### src/rtl/mux_4_to_1_arbiter.sv
// Round-robin arbiter driving the select and one-hot grant of a shared 4-to-1 mux.
// Optional forced rotation after HOLD_MAX cycles is enabled by `define MUX_ARB_TIMEOUT_EN.
module mux_4_to_1_arbiter #(
    parameter int HOLD_MAX = 16,
    parameter int CNT_W    = 8
) (
    input  logic             clk,
    input  logic             rst,
    input  logic [3:0]       req,
    output logic [1:0]       sel,
    output logic [3:0]       grant,
    output logic             valid,
    output logic [CNT_W-1:0] hold_cnt
);

    typedef enum logic {IDLE, GRANT} state_t;

    state_t           state_q, state_d;
    logic [1:0]       sel_q, sel_d;
    logic [1:0]       last_q, last_d;
    logic [3:0]       grant_q, grant_d;
    logic             valid_q, valid_d;
    logic [CNT_W-1:0] hold_q, hold_d;
    logic [1:0]       nxt;
    logic             take;

    if (HOLD_MAX < 2 || HOLD_MAX > 255 || (64'd1 << CNT_W) <= 64'(HOLD_MAX)) begin : g_bad_cfg
        $error("mux_4_to_1_arbiter: illegal HOLD_MAX/CNT_W");
    end

    // Search p+1, p+2, p+3, p; p itself is the lowest-priority candidate.
    function automatic logic [1:0] pick(input logic [1:0] p, input logic [3:0] r);
        logic [1:0] idx;
        logic [1:0] res;
        res = p;
        for (int k = 4; k >= 1; k--) begin
            idx = p + 2'(k);
            if (r[idx]) res = idx;
        end
        return res;
    endfunction

    // While granted, last_q always equals sel_q, so one pointer serves both states.
    assign nxt = pick(last_q, req);

    always_comb begin
        state_d = state_q;
        sel_d   = sel_q;
        last_d  = last_q;
        grant_d = grant_q;
        valid_d = valid_q;
        hold_d  = hold_q;
        take    = 1'b0;
        case (state_q)
            IDLE: begin
                if (|req) take = 1'b1;
            end
            GRANT: begin
                if (!req[sel_q]) begin
                    if (|req) begin
                        take = 1'b1;
                    end else begin
                        state_d = IDLE;
                        grant_d = '0;
                        valid_d = 1'b0;
                        hold_d  = '0;
                    end
                end else begin
`ifdef MUX_ARB_TIMEOUT_EN
                    if (hold_q == CNT_W'(HOLD_MAX - 1)) take = 1'b1;
                    else                                hold_d = hold_q + CNT_W'(1);
`else
                    if (hold_q != '1) hold_d = hold_q + CNT_W'(1);
`endif
                end
            end
            default: state_d = IDLE;
        endcase
        if (take) begin
            state_d = GRANT;
            sel_d   = nxt;
            last_d  = nxt;
            grant_d = 4'b0001 << nxt;
            valid_d = 1'b1;
            hold_d  = '0;
        end
    end

    always_ff @(posedge clk) begin
        if (rst) begin
            state_q <= IDLE;
            sel_q   <= 2'd0;
            last_q  <= 2'd3;
            grant_q <= 4'b0000;
            valid_q <= 1'b0;
            hold_q  <= '0;
        end else begin
            state_q <= state_d;
            sel_q   <= sel_d;
            last_q  <= last_d;
            grant_q <= grant_d;
            valid_q <= valid_d;
            hold_q  <= hold_d;
        end
    end

    assign sel      = sel_q;
    assign grant    = grant_q;
    assign valid    = valid_q;
    assign hold_cnt = hold_q;

endmodule
### config.mk
export PLATFORM = sky130hd
export DESIGN_NAME = mux_4_to_1_arbiter
export DESIGN_NICKNAME = d
export VERILOG_FILES = /design/src/rtl/mux_4_to_1_arbiter.sv
export SDC_FILE = /design/constraint.sdc
export NUM_CORES = 1
export LEC_CHECK = 0
export ABC_AREA = 1
export BUFFER_PORTS_ARGS = -buffer_cell sky130_fd_sc_hd__buf_2
export CAP_MARGIN = 20
export CORE_AREA = 2 2 57 45
export CTS_CLUSTER_SIZE = 20
export DETAILED_ROUTE_END_ITERATION = 8
export DIE_AREA = 0 0 59 47
export HOLD_SLACK_MARGIN = 0.05
export PLACE_DENSITY = 0.7
export SLEW_MARGIN = 25
export SYNTH_ARGS = -nofsm -noshare
export SYNTH_HDL_FRONTEND = slang
export SYNTH_SLANG_ARGS = --single-unit
### constraint.sdc
create_clock -name clk -period 1.9 [get_ports clk]
set_input_delay 0.095 -clock clk [delete_from_list [all_inputs] [get_ports clk]]
set_output_delay 0.095 -clock clk [all_outputs]
set_load 0.05 [all_outputs]
==> impl_metrics.env, run 1 <==
export IMPL_diodes=0
export IMPL_synth_seq_area_share=0.340
export IMPL_setup_viol_count_final=0
export IMPL_maxSlewHeadroom=0.760
export IMPL_worstSetupStartpointType="register"
export IMPL_cts_tree="yes"
export IMPL_cts_setup_buffers=0
export IMPL_htreeDepth=1
export IMPL_syn_inst=166
export IMPL_nNetsFinal=197
export IMPL_finalHoldViolCount=0
export IMPL_min_period_over_period=0.833
export IMPL_crit_chain="ha_1 -> nand2_1 -> inv_2 -> nand2_2 -> nor2_4 -> nand3_2 -> nand2_2 -> nand2_4 -> a21oi_1 -> nor2_1"
export IMPL_critical_path_endpoint="hold_cnt[6]"
export IMPL_max_freq_mhz=632
export IMPL_hold_worst_slack_ps=79.1
export IMPL_cp_required_ps=2100
export IMPL_cts_num_sinks=18
export IMPL_via_per_inst=5.05
export IMPL_worstRegToRegCells=10
export IMPL_final_layout_size_suffix_gt1_frac=0.238
export IMPL_core_sq_um=2210
export IMPL_rrSetupSlack_ps=320
export IMPL_wire_per_inst_microns=11.0
export IMPL_io_buffers=20
export IMPL_synth_top_cell_area_share=0.340
export IMPL_drc=0
export IMPL_ys_ff_latch=18
export IMPL_drt_initial_drc_count=45
export IMPL_path_class="register to register"
export IMPL_synth_area_top_cells="dfxtp_1, nand2_1, nand3_1"
export IMPL_r2r_end="hold_cnt[6]"
export IMPL_powerDensity_nw_per_um2=1390
export IMPL_cts_buffer_depth=2
export IMPL_p_leak_nw=0.639
export IMPL_crit_cells=10
export IMPL_finalPower_w=0.00169
export IMPL_io_pins=21
export IMPL_grt_pass1_vias=938
export IMPL_maxCapViolCount=0
export IMPL_synthesis_area_sq_um=1060
export IMPL_post_route_util=0.549
export IMPL_synth_distinct_cells=20
export IMPL_critPathMaxStageDelay_ps=410
export IMPL_crit_buf_inv=1
export IMPL_drtPass1Iterations=4
export IMPL_ys_warnings_count=0
export IMPL_status="complete, no violations"
export IMPL_rsz0062_at_grt="false"
export IMPL_vias=1080
export IMPL_hp_class="input port to register"
export IMPL_drv_slew=0
export IMPL_syn_area_per_cell_sq_um=6.38
export IMPL_start_util=0.479
export IMPL_clkLatencyLatePin_ps=300
export IMPL_hold_buffers=0
export IMPL_dieArea_sq_um=2770
export IMPL_period_needed_ps=1580
export IMPL_drtAntennaViolNets=0
export IMPL_cp_arrival_ps=1780
export IMPL_grt_overflow=0
export IMPL_path_common_cell="nand2_2"
export IMPL_fp_dieW_microns=59
export IMPL_grt_util_all_layers=0.191
export IMPL_cp_slowest_cell="dfxtp_1"
export IMPL_fp_dieH_microns=47
export IMPL_final_common_cell="nand2_1"
export IMPL_grt_antenna_before_repair=0
export IMPL_cts_buffers=3
export IMPL_path_clk_slew_ps=110
export IMPL_final_cell_mix="nand2_1, buf_2, dfxtp_1, nand3_1"
export IMPL_grt_max_degree=11
export IMPL_cp_top_family="simple AND/OR/NAND/NOR gates"
export IMPL_routed_wl_microns=2350
export IMPL_rows=15
export IMPL_ctsResizeCount=0
export IMPL_crit_start="hold_cnt[0]"
export IMPL_grt_pass1_wl_microns=4010
export IMPL_cp_max_fo=10
export IMPL_cts_root_buf="clkbuf_4"
export IMPL_dp_hpwl_microns=1800
export IMPL_synth_top_cell_by_area="dfxtp_1"
export IMPL_tightest_slew_ps=360
export IMPL_endpoint_kind="register"
export IMPL_place_gp_congestion=0.811
export IMPL_ir_worst_vdd_v=0.000746
export IMPL_r2r_start="hold_cnt[0]"
export IMPL_area_delta_synth_final_pct=14.8
export IMPL_synth_nets=173
export IMPL_fin_tns_setup_ps=0
export IMPL_skew_ps=8.81
-- area by class of cell --
cell class | instances | area, sq um
clock buffers | 4 | 36.3
flip-flops and latches | 18 | 360
multi-input cells | 129 | 618
fillers | 218 | 998
repair buffers | 20 | 100
inverters | 18 | 70.1
well taps | 25 | 31.3
-- synthesized netlist by cell type --
cell type / count
nand4_1: 2
nand3_1: 15
nor2_2: 2
nand3_2: 5
buf_6: 1
nor2_4: 2
inv_1: 11
ha_1: 1
a21oi_1: 9
o21ai_0: 1
nand2_2: 3
and3_1: 1
xor2_1: 3
nand2_4: 1
dfxtp_1: 18
inv_2: 6
nand2_1: 72
nor2_1: 11
a21oi_2: 1
inv_4: 1
-- registers in the layout, summed over array words and instances, names as in the netlist --
register and count:
valid 1, last_q 2, hold_cnt 8, state_q 1
grant 4, sel 2
-- power by group --
group | leakage [nW] | internal [W] | total, W | switching (W)
Clock | 0.0210 | 0.000117 | 0.000240 | 0.000123
Combinational | 0.471 | 0.000235 | 0.000906 | 0.000671
Sequential | 0.147 | 0.000463 | 0.000541 | 0.0000776
Total | 0.639 | 0.000815 | 0.00169 | 0.000872
-- through the flow --
step | setup WS [ps] | cells | instance area, sq um
5_1_grt | 143 | 214 | 1220
2_1_floorplan | 34.9 | 166 | 1060
3_3_place_gp | 427 | 210 | 1180
3_5_place_dp | 349 | 210 | 1180
4_1_cts | 324 | 214 | 1220
6_report | 317 | 214 | 1220
-- cell families after synthesis --
family	after synthesis	synth area share
AOI/OAI and AO/OA	11	0.0555
xor gates and xnor gates	3	0.0248
adders and majority gates	1	0.0118
buffers and inverters	19	0.0767
DFF	18	0.340
and+or+nand+nor	114	0.491
-- worst min-delay path by stage --
stage / start / to / slack (ps) / cells after the start
2_1_floorplan: rst / state_q / 170 / 1
3_3_place_gp: rst / state_q / 400 / 2
3_5_place_dp: rst / state_q / 400 / 2
4_1_cts: rst / state_q / 80 / 2
5_1_grt: rst / state_q / 90 / 2
6_report: rst / state_q / 80 / 2
-- worst register-to-register path, stage by stage, from the launching register on --
cell     delay, ps
dfxtp_1        410
ha_1           230
nand2_1         80
inv_2           60
nand2_2         60
nor2_4         110
nand3_2         90
nand2_2        140
nand2_4        110
a21oi_1        150
nor2_1          60
-- per-layer routing --
layer | global-route usage | wire length (microns) | vias to the layer above | part of all wire
met4 | 0.0136 | 6 | 0 | 0.0026
met1 | 0.258 | 1130 | 474 | 0.48
met3 | 0.0496 | 186 | 2 | 0.079
met5 | 0 | 0 | - | 0
li1 | - | - | 566 | -
met2 | 0.327 | 1020 | 38 | 0.44
(Power assumes the default switching activity.)
==> run 2: changes to the inputs <==
ABC_AREA = 0   (was 1)
CORE_AREA = 2 2 52 42   (was 2 2 57 45)
DIE_AREA = 0 0 54 44   (was 0 0 59 47)
PLACE_DENSITY = 0.72   (was 0.7)
clock period = 1.5 ns   (was 1.9 ns; I/O delays follow)
==> run 2 against run 1 <==
The run now ends with setup timing left; maximum frequency rose by 0.82%; via count fell by 11%; global-route usage rose by 2.6 points; register-to-register slack got worse by 390 ps; non-clock buffer count rose by 24; routed wire length fell by 0.68%; utilization rose by 14 points; synthesized area fell by 16%; worst hold slack improved by 51 ps; sequential share of layout area fell by 0.47 points; critical endpoint is now hold_cnt[4].
==> impl_metrics.env, run 2 <==
export IMPL_rrSetupSlack_ps=-70
export IMPL_area_delta_synth_final_pct=46.5
export IMPL_yosysMostFrequentCell="dfxtp_1"
export IMPL_io_pins=21
export IMPL_violations="setup timing"
export IMPL_synth_top_cell_by_area="dfxtp_1"
export IMPL_syn_area_per_cell_sq_um=8.61
export IMPL_synth_edf_count=0
export IMPL_cts_buffer_depth=2
export IMPL_min_to="sel[1]"
export IMPL_synth_top_cell_area_share=0.406
export IMPL_path_class="register to register"
export IMPL_worstSetupStartpointType="register"
export IMPL_grt_antenna_before_repair=0
export IMPL_worstHoldStart="rst"
export IMPL_r2r_start="state_q"
export IMPL_maxSlewHeadroom=0.694
export IMPL_dpl_cell_area_sq_um=1160
export IMPL_clkLatencyLatePin_ps=310
export IMPL_post_place_ws_ps=-130
export IMPL_p_int_w=0.000851
export IMPL_hold_worst_slack_ps=130
export IMPL_drc=0
export IMPL_grt_max_degree=14
export IMPL_final_area_sq_um=1300
export IMPL_rsz0062_at_grt="true"
export IMPL_synthesis_area_sq_um=887
export IMPL_fp_dieH_microns=44
export IMPL_largest_reg_flops=8
export IMPL_ys_ff_latch=18
export IMPL_diodes=0
export IMPL_synth_nets=110
export IMPL_cp_max_fo=5
export IMPL_via_per_inst=5.56
export IMPL_grt_overflow=0
export IMPL_nNetsFinal=156
export IMPL_io_buffers=20
export IMPL_max_freq_mhz=637
export IMPL_cp_required_ps=1740
export IMPL_core_sq_um=1890
export IMPL_fp_dieW_microns=54
export IMPL_cts_root_buf="clkbuf_4"
export IMPL_min_period_over_period=1.05
export IMPL_synthTopCellsByCount="dfxtp_1, nand2_1, a21oi_1, nor2_1, nor3_1"
export IMPL_drtPass1Iterations=4
export IMPL_period_needed_ps=1570
export IMPL_drtAntennaViolNets=0
export IMPL_cts_buffers=3
export IMPL_grt_util_all_layers=0.217
export IMPL_grt_pass1_wl_microns=3660
export IMPL_cts_tree="yes"
export IMPL_finalHoldViolCount=0
export IMPL_min_path_cells=2
export IMPL_grt_pass1_vias=853
export IMPL_skew_ps=10.8
export IMPL_p_seq_frac=0.423
export IMPL_p_leak_nw=0.570
export IMPL_drv_slew=0
export IMPL_syn_inst=103
export IMPL_synth_seq_area_share=0.406
export IMPL_r2r_end="hold_cnt[4]"
export IMPL_ir_worst_vdd_v=0.000707
export IMPL_status="finished, violations left"
export IMPL_final_layout_size_suffix_gt1_frac=0.473
export IMPL_path_clk_slew_ps=110
export IMPL_switching_power_w=0.000473
export IMPL_routed_wl_microns=2330
export IMPL_rows=14
export IMPL_powerDensity_nw_per_um2=1020
export IMPL_cts_num_sinks=18
export IMPL_maxCapViolCount=0
export IMPL_async_flop_share=0
export IMPL_clock_power_share=0.232
export IMPL_endpoint_kind="register"
export IMPL_hp_class="input port to register"
export IMPL_finalPower_w=0.00132
export IMPL_final_common_cell="buf_4"
export IMPL_final_cell_mix="buf_4, buf_2, nand2_1, dfxtp_1"
export IMPL_worstRegToRegCells=5
export IMPL_cp_arrival_ps=1810
export IMPL_synth_area_top_cells="dfxtp_1, nand2_1, a21oi_1"
export IMPL_htreeDepth=1
export IMPL_hold_buffers=0
export IMPL_crit_start="state_q"
export IMPL_worst_slack_ps=-69.9
export IMPL_vias=957
export IMPL_ys_warnings_count=0
export IMPL_p_sw_frac=0.357
export IMPL_tightest_slew_ps=460
export IMPL_setup_viol_count_final=8
export IMPL_synth_distinct_cells=36
export IMPL_dieArea_sq_um=2380
export IMPL_place_gp_congestion=0.795
export IMPL_drt_initial_drc_count=18
export IMPL_start_util=0.469
export IMPL_synthFlopType="dfxtp_1"
export IMPL_dp_hpwl_microns=1660
export IMPL_post_route_util=0.687
export IMPL_wire_per_inst_microns=13.5
export IMPL_combinationalPowerShare=0.345
-- run 2: cell count changes after synthesis, sizes merged, moves of 3 or more --
cell / previous run / this run
nor3: 0 / 5
o211ai: 0 / 3
xor2: 3 / 0
o21ai: 1 / 4
nor2: 15 / 7
or4: 0 / 4
mux2i: 0 / 4
nand3: 20 / 4
nand2: 76 / 12
or3: 0 / 3
inv: 18 / 3
-- run 2: what timing repair did --
action                                  CTS  global route
resized for setup                        12             2
setup buffers                             3             2
endpoints found under the setup margin   16            17
hold endpoints to repair                  0             0
pin swaps                                 4             2
-- run 2: worst max-delay path, cell delays in order, from the launching register on --
cell and delay (ps):
dfxtp_2 370, or2b_1 280, o22a_1 190, a21o_1 200, or4_1 400, nand2_1 70
-- run 2: area by class of cell --
type                            count  area, sq um
Clock buffer                        4         36.3
Fill cell                         134          592
Inverter                            3         11.3
Multi-Input combinational cell     79          563
Sequential cell                    18          379
Tap cell                           24         30.0
Timing Repair Buffer               44          280
-- run 2: worst max-delay path by stage --
stage | endpoint | slack, ps | cells after the start
floorplan | hold_cnt[2] | -110 | 6
detailed placement | hold_cnt[3] | -130 | 5
global placement | hold_cnt[3] | -60 | 5
global route | hold_cnt[6] | -140 | 5
finish | hold_cnt[4] | -70 | 5
CTS | hold_cnt[4] | -60 | 5
-- run 2: metal layers --
layer	vias up	share of wire	global-route usage
li1	480	-	-
met1	447	0.47	0.275
met2	26	0.48	0.346
met3	4	0.042	0.0621
met4	0	0.012	0.0850
met5	-	0	0
-- run 2: power by group through the flow --
stage / Clock, W / Sequential (W) / Combinational [W]
after floorplan: 0 / 0.000662 / 0.000173
after detailed placement: 0 / 0.000567 / 0.000396
after global routing: 0.000336 / 0.000568 / 0.000487
final: 0.000307 / 0.000561 / 0.000457
after CTS: 0.000323 / 0.000561 / 0.000442
after global placement: 0 / 0.000562 / 0.000391
-- run 2: metrics by stage --
step                      instances  TNS, ps
after floorplan                 103     -483
after global placement          163     -421
after detailed placement        163    -1010
after CTS                       170     -211
after global routing            172    -1370
final                           172     -337
-- run 2: cells by family (layout without fill, tap and decap cells) --
logic type	after synthesis	in the layout	share of synthesized area
AOI/OAI and AO/OA	29	29	0.230
adders and majority gates	1	1	0.0141
buffers and inverters	6	51	0.0339
DFF	18	18	0.406
muxes	4	4	0.0451
and+or+nand+nor	45	45	0.271
==> run 3: changes to the inputs <==
ABC_AREA = 1   (was 0)
CORE_AREA = 2 2 57 45   (was 2 2 52 42)
DIE_AREA = 0 0 59 47   (was 0 0 54 44)
PLACE_DENSITY = 0.7   (was 0.72)
==> run 3 against run 2 <==
The flow now finishes without violations; routed wire length grew 8.5%; design area is essentially flat; worst setup slack gained 120 ps; combinational power grew to 2.7 times the previous value; global-route usage shrank 3.4 points; count of clock-buffer cells in the layout is the same; clock power shrank 3%; non-clock buffer count shrank 22; critical path type unchanged; critical endpoint is now hold_cnt[6]; largest cell class unchanged.
==> impl_metrics.env, run 3 (same netlist as run 1, synthesis figures left out) <==
export IMPL_drv_slew=0
export IMPL_final_area_sq_um=1300
export IMPL_area_delta_synth_final_pct=22.6
export IMPL_ir_worst_vdd_v=0.00104
export IMPL_cp_arrival_ps=1640
export IMPL_io_buffers=20
export IMPL_hold_buffers=0
export IMPL_tightest_slew_ps=390
export IMPL_vias=1096
export IMPL_final_common_cell="nand2_1"
export IMPL_rows=15
export IMPL_final_cell_mix="nand2_1, buf_2, nand3_1, inv_1, nor2_1"
export IMPL_dpl_cell_area_sq_um=1210
export IMPL_clkLatencyLatePin_ps=290
export IMPL_grt_antenna_before_repair=0
export IMPL_dp_hpwl_microns=1910
export IMPL_maxCapViolCount=0
export IMPL_core_sq_um=2210
export IMPL_min_period_over_period=0.966
export IMPL_finalPower_w=0.00223
export IMPL_fp_dieH_microns=47
export IMPL_drtPass1Iterations=4
export IMPL_setup_viol_count_final=0
export IMPL_place_gp_congestion=0.944
export IMPL_combinationalPowerShare=0.554
export IMPL_grt_pass1_vias=901
export IMPL_final_layout_size_suffix_gt1_frac=0.325
export IMPL_grt_util_all_layers=0.183
export IMPL_filler_cell_count=198
export IMPL_p_seq_frac=0.312
export IMPL_path_class="register to register"
export IMPL_post_place_ws_ps=-17.2
export IMPL_cp_max_fo=10
export IMPL_path_clk_slew_ps=100
export IMPL_endpoint_kind="register"
export IMPL_switching_power_w=0.00115
export IMPL_cts_num_sinks=18
export IMPL_via_per_inst=5.07
export IMPL_drt_initial_drc_count=102
export IMPL_hold_worst_slack_ps=73.9
export IMPL_hp_class="input port to register"
export IMPL_cts_root_buf="clkbuf_4"
export IMPL_largest_reg_flops=8
export IMPL_clock_power_share=0.133
export IMPL_cts_buffer_depth=2
export IMPL_start_util=0.479
export IMPL_p_sw_frac=0.516
export IMPL_io_pins=21
export IMPL_post_route_util=0.586
export IMPL_grt_overflow=0
export IMPL_period_needed_ps=1450
export IMPL_cts_tree="yes"
export IMPL_wire_per_inst_microns=11.7
export IMPL_cp_required_ps=1690
export IMPL_diodes=0
export IMPL_skew_ps=6.79
export IMPL_max_freq_mhz=690
export IMPL_rsz0062_at_grt="true"
export IMPL_status="complete, no violations"
export IMPL_grt_max_degree=11
export IMPL_dieArea_sq_um=2770
export IMPL_drtAntennaViolNets=0
export IMPL_powerDensity_nw_per_um2=1720
export IMPL_nNetsFinal=199
export IMPL_finalHoldViolCount=0
export IMPL_fp_dieW_microns=59
export IMPL_worst_slack_ps=50.3
export IMPL_grt_pass1_wl_microns=3780
export IMPL_cts_buffers=3
export IMPL_maxSlewHeadroom=0.740
export IMPL_p_leak_nw=0.654
export IMPL_routed_wl_microns=2530
export IMPL_worstSetupStartpointType="register"
export IMPL_p_int_w=0.00108
export IMPL_drc=0
export IMPL_htreeDepth=1
[run 3: cell count changes in the layout (fill, tap and decap cells not counted), sizes merged, moves of 3 or more]
cell	delta
mux2i	-4
or4	-4
buf	-23
nor3	-5
o211ai	-3
xor2	+3
nand3	+16
nor2	+8
inv	+15
o21ai	-3
nand2	+64
or3	-3
[run 3: metal layers]
metal | routed length (microns) | share of wire | GRT usage
met3 | 171 | 0.068 | 0.0634
met2 | 1160 | 0.46 | 0.307
met1 | 1180 | 0.47 | 0.241
met5 | 0 | 0 | 0
met4 | 10 | 0.0040 | 0.0182
[run 3: power by group through the flow]
stage | clock [W] | sequential, W | combinational (W)
finish | 0.000297 | 0.000696 | 0.00124
global route | 0.000336 | 0.000712 | 0.00137
CTS | 0.000307 | 0.000697 | 0.00116
detailed placement | 0 | 0.000702 | 0.00115
global placement | 0 | 0.000696 | 0.00113
floorplan | 0 | 0.000967 | 0.000662
[run 3: layout make-up]
cell class / instances / area (sq um) / share of cell area
inverters: 18 / 70.1 / 0.0539
well taps: 25 / 31.3 / 0.0241
clock buffers: 4 / 36.3 / 0.0279
repair buffers: 22 / 113 / 0.0867
flip-flops and latches: 18 / 380 / 0.293
multi-input cells: 129 / 668 / 0.514
[run 3: what timing repair did]
| action | in CTS | in global routing |
|---|---|---|
| endpoints found under the hold margin | 0 | 0 |
| resized for setup | 1 | 9 |
| cloned | 0 | 0 |
| buffers inserted | 0 | 2 |
| pin swaps | 0 | 1 |
| endpoints found under the setup margin | 2 | 8 |
[run 3: per-stage QoR]
| step | TNS, ps | cells |
|---|---|---|
| floorplan | 0 | 166 |
| global placement | 0 | 210 |
| detailed placement | -17.2 | 210 |
| finish | 0 | 216 |
| CTS | 0 | 214 |
| global route | -160 | 216 |
[run 3: path summary, 6_finish.rpt]
check | from | end | slack (ps) | depth (start not counted)
min reg2reg | grant[2] | grant[2] | 460 | 2
max reg2reg | hold_cnt[0] | hold_cnt[6] | 50 | 10
max | hold_cnt[0] | hold_cnt[6] | 50 | 10
min | rst | state_q | 70 | 2
[run 3: worst max-delay path, cell delays in order (launching register included)]
cell	delay, ps
dfxtp_4	400
ha_4	140
nand2_1	60
inv_2	60
nand2_2	50
nor2_4	130
nand3_4	90
nand2_4	130
nand2_8	90
a21oi_1	140
nor2_1	60
